[config.mk]
export PLATFORM = sky130hd
export DESIGN_NAME = vram_write_arbiter
export DESIGN_NICKNAME = d
export VERILOG_FILES = /design/src/rtl/vram_write_arbiter.sv
export SDC_FILE = /design/constraint.sdc
export NUM_CORES = 1
export LEC_CHECK = 0
export ABC_AREA = 1
export CAP_MARGIN = 25
export CORE_ASPECT_RATIO = 1.75
export CORE_MARGIN = 2
export CORE_UTILIZATION = 46
export CTS_CLUSTER_DIAMETER = 30
export DETAILED_ROUTE_END_ITERATION = 7
export PLACE_DENSITY = 0.86
export SYNTH_ARGS = -nofsm -noshare
export SYNTH_HDL_FRONTEND = slang
export SYNTH_SLANG_ARGS = --single-unit
[constraint.sdc]
create_clock -name clk -period 4.26 [get_ports clk]
set_clock_uncertainty 0.05 [all_clocks]
set_input_delay 0.852 -clock clk [delete_from_list [all_inputs] [get_ports clk]]
set_output_delay 0.852 -clock clk [all_outputs]
set_load 0.05 [all_outputs]
[src/rtl/vram_write_arbiter.sv]
// Byte-wide write port arbiter for the video RAM: splits CPU word stores into
// per-lane byte writes and interleaves a background full-RAM fill engine.
module vram_write_arbiter #(
    parameter int ADDR_WIDTH = 13
) (
    input  logic        clk,
    input  logic        rst,
    input  logic        cpu_req,
    output logic        cpu_ready,
    input  logic [31:0] cpu_addr,
    input  logic [31:0] cpu_wdata,
    input  logic [3:0]  cpu_be,
    input  logic        clr_start,
    input  logic [7:0]  clr_byte,
    output logic        clr_busy,
    output logic        clr_done,
    output logic        err_range,
    output logic        wea,
    output logic [31:0] addra,
    output logic [7:0]  dina
);

    typedef enum logic {
        IDLE,
        CPU_WR
    } state_t;

    state_t                state;
    logic [29:0]           word_addr;
    logic [31:0]           word_data;
    logic [3:0]            lane_mask;
    logic                  last_cpu;
    logic [ADDR_WIDTH-1:0] fill_count;
    logic [7:0]            fill_byte;

    logic                  accept;
    logic                  addr_in_range;
    logic [1:0]            lane_sel;
    logic [3:0]            lane_mask_next;

    // The fill gets exactly one slot after each CPU word, so the CPU is held
    // off only while a fill is pending and the previous winner was the CPU.
    assign cpu_ready     = (state == IDLE) && !(clr_busy && last_cpu);
    assign accept        = cpu_req && cpu_ready;
    assign addr_in_range = (cpu_addr >> ADDR_WIDTH) == 32'd0;

    always_comb begin
        lane_sel = 2'd0;
        if (lane_mask[0])
            lane_sel = 2'd0;
        else if (lane_mask[1])
            lane_sel = 2'd1;
        else if (lane_mask[2])
            lane_sel = 2'd2;
        else if (lane_mask[3])
            lane_sel = 2'd3;
        lane_mask_next = lane_mask & (lane_mask - 4'd1);
    end

    always_ff @(posedge clk or posedge rst) begin
        if (rst) begin
            state      <= IDLE;
            word_addr  <= '0;
            word_data  <= '0;
            lane_mask  <= '0;
            last_cpu   <= 1'b0;
            fill_count <= '0;
            fill_byte  <= '0;
            clr_busy   <= 1'b0;
            clr_done   <= 1'b0;
            err_range  <= 1'b0;
            wea        <= 1'b0;
            addra      <= '0;
            dina       <= '0;
        end else begin
            wea      <= 1'b0;
            clr_done <= 1'b0;

            case (state)
                IDLE: begin
                    if (accept) begin
                        word_addr <= cpu_addr[31:2];
                        word_data <= cpu_wdata;
                        lane_mask <= cpu_be;
                        last_cpu  <= 1'b1;
                        if (!addr_in_range)
                            err_range <= 1'b1;
                        else if (cpu_be != 4'd0)
                            state <= CPU_WR;
                    end else if (clr_busy) begin
                        wea        <= 1'b1;
                        addra      <= 32'(fill_count);
                        dina       <= fill_byte;
                        fill_count <= fill_count + ADDR_WIDTH'(1);
                        last_cpu   <= 1'b0;
                        if (&fill_count) begin
                            clr_busy <= 1'b0;
                            clr_done <= 1'b1;
                        end
                    end
                end
                CPU_WR: begin
                    wea       <= 1'b1;
                    addra     <= {word_addr, lane_sel};
                    dina      <= word_data[{lane_sel, 3'b000} +: 8];
                    lane_mask <= lane_mask_next;
                    if (lane_mask_next == 4'd0)
                        state <= IDLE;
                end
            endcase

            // A new fill may only be launched while none is running.
            if (clr_start && !clr_busy) begin
                clr_busy   <= 1'b1;
                fill_count <= '0;
                fill_byte  <= clr_byte;
            end
        end
    end

endmodule

==> flow_summary.ini <==
[outcome]
status = finished, final reports clean

[clock_network]
clk_latency_ps = 410
root_buffer = clkbuf_16
cts_setup_buffers = 0
cts_buffers = 17
cts_resized = 0
cts_num_sinks = 133
cts_max_path_buffers = 2
cts_tree = yes
clkTransAtPathRegs_ps = 50
cts_hold_buf = 0
h-tree-depth = 4

[sta]
postLayoutSetupSlackWorst_ps = 1283
whs_ps = 419.2
clock.fmax_mhz = 335.9
tightestPinTransition_ps = 1004
setup_violations = 0
maxSlewHeadroom_pct = 32.78
grt_setup_unrepaired = false
finalCritPeriodShare_pct = 69.89
hold_viol = 0
finalSetupTns_ps = 0
period_minus_slack_ps = 2978
slew_viol_final = 0

[layout]
fin_nets = 890
drive_above_1_share_pct = 6.083
num_antenna_cells = 0
final_cell_mix = nand2_1 (221), dfrtp_1 (133), clkdlybuf4s50_1 (122)
fin_util_pct = 62.41
final_cells = 990
final_common_cell = nand2_1
area_growth_pct = 32.22
fill_cells = 1029
design_area_sq_um = 7759

[routing]
viasPerCell = 5.101
drc = 0
wl_per_cell_um = 14.99
dr.pass1.iters = 5
vias = 5050
ant_nets = 0
drt-total-wl_um = 14840
drt_iter0_drc = 262

[floorplanning]
die_area_sq_um = 13710
core_sq_um = 12430
rows = 54
start_util_pct = 47.20
num_io_pins = 125
fp.dieH_um = 153.4
die_width_um = 89.38

[place]
dp_hpwl_um = 10380
port_buffers = 122
gp_congestion = 0.8994
dp_slack_ps = 1107
placed_area_sq_um = 7178
placedCellCount = 958

[setup_path]
cp.arrival_ps = 2080
cp.required_ps = 3360
cp_max_fo = 24
path_class = register to primary output
start_kind = register
crit_path_end_kind = primary output

[power]
ir_drop_mv = 0.2908
total_power_mw = 3.829
leakage_nw = 3.645
p_per_area_nw_per_um2 = 493.5

[global_route]
antenna_found_initial = 0
gr-total-overflow = 0
grt_pass1_wl_um = 23450
grt_max_degree = 70
grtUsageTotal_pct = 22.39
grt_pass1_vias = 4818

[synthesis]
ys_warn_count = 0
syn_area_sq_um = 5868
synthCells = 696
ys_types = 31
syn_nets = 777
syn_area_per_cell_sq_um = 8.431
ys_seq_area_share_pct = 56.72
synth-seq-cells = 133

[run]
max_cap_viol_count = 0

[min_path]
hold_class = register to register
==> state kept, by name, summed over array words and instances (netlist names) <==
| name | cells |
|---|---|
| addra | 32 |
| clr_busy | 1 |
| clr_done | 1 |
| dina | 8 |
| err_range | 1 |
| fill_byte | 8 |
| fill_count | 13 |
| lane_mask | 4 |
| last_cpu | 1 |
| state | 1 |
| wea | 1 |
| word_addr | 30 |
| word_data | 32 |
==> cell families after synthesis <==
logic type	Yosys count	synth area share, %
compound gates	122	11.30
fa+ha+maj	1	0.2132
buf+inv	111	8.486
flops	133	56.72
simple gates	329	23.28
==> worst paths after layout <==
kind,start,end,slack (ps),cells after the start
min reg2reg,word_addr[17],word_addr[17],420,2
min in group asynchronous,rst,fill_byte[5],930,2
max reg2reg,state,addra[6],1720,6
max in group asynchronous,rst,addra[6],2510,3
min,word_addr[17],word_addr[17],420,2
max,state,cpu_ready,1280,3
==> routing by layer <==
layer / vias up / global-route usage [%] / wire [um]
met5: - / 0 / 0
met4: 0 / 11.58 / 664
met3: 35 / 4.968 / 658
met2: 178 / 37.81 / 7840
met1: 2385 / 25.76 / 5672
li1: 2452 / - / -
==> report_power, final <==
group	leakage [nW]	internal, mW	total (mW)	switching [mW]
clock	0.280	0.906	1.42	0.517
sequential	1.66	1.45	1.56	0.109
combinational	1.71	0.300	0.844	0.543
total	3.65	2.66	3.83	1.17
==> synthesized netlist by cell type, drive strengths merged <==
library cell	n	share of area [%]
nand4	5	0.53
nor2	35	2.3
a31oi	14	1.5
nand3	54	4.8
o21a	1	0.13
a21oi	21	2.0
nand2	225	15
buf	21	2.6
or2	1	0.11
a211oi	1	0.13
clkbuf	12	0.77
nor3	7	0.68
o21ai	84	7.4
clkinv	1	0.064
nor4	2	0.21
a22o	1	0.15
ha	1	0.21
inv	77	5.0
dfrtp	133	57
==> layout make-up <==
class	instances	area (sq um)	share of cell area, %
clock inverter	8	98.84	1.274
tap	168	210.2	2.709
sequential	133	3328	42.90
inverter	78	301.5	3.886
multi-input combinational	452	2042	26.32
timing repair buffer	127	1296	16.71
clock buffer	24	481.7	6.209
==> critical path, cell delays in order, from the launching register on <==
cell and delay [ps]:
dfrtp_1 400, buf_4 250, a21oi_1 160, clkdlybuf4s50_1 850
Note: power is estimated with default switching activity, not from simulation.
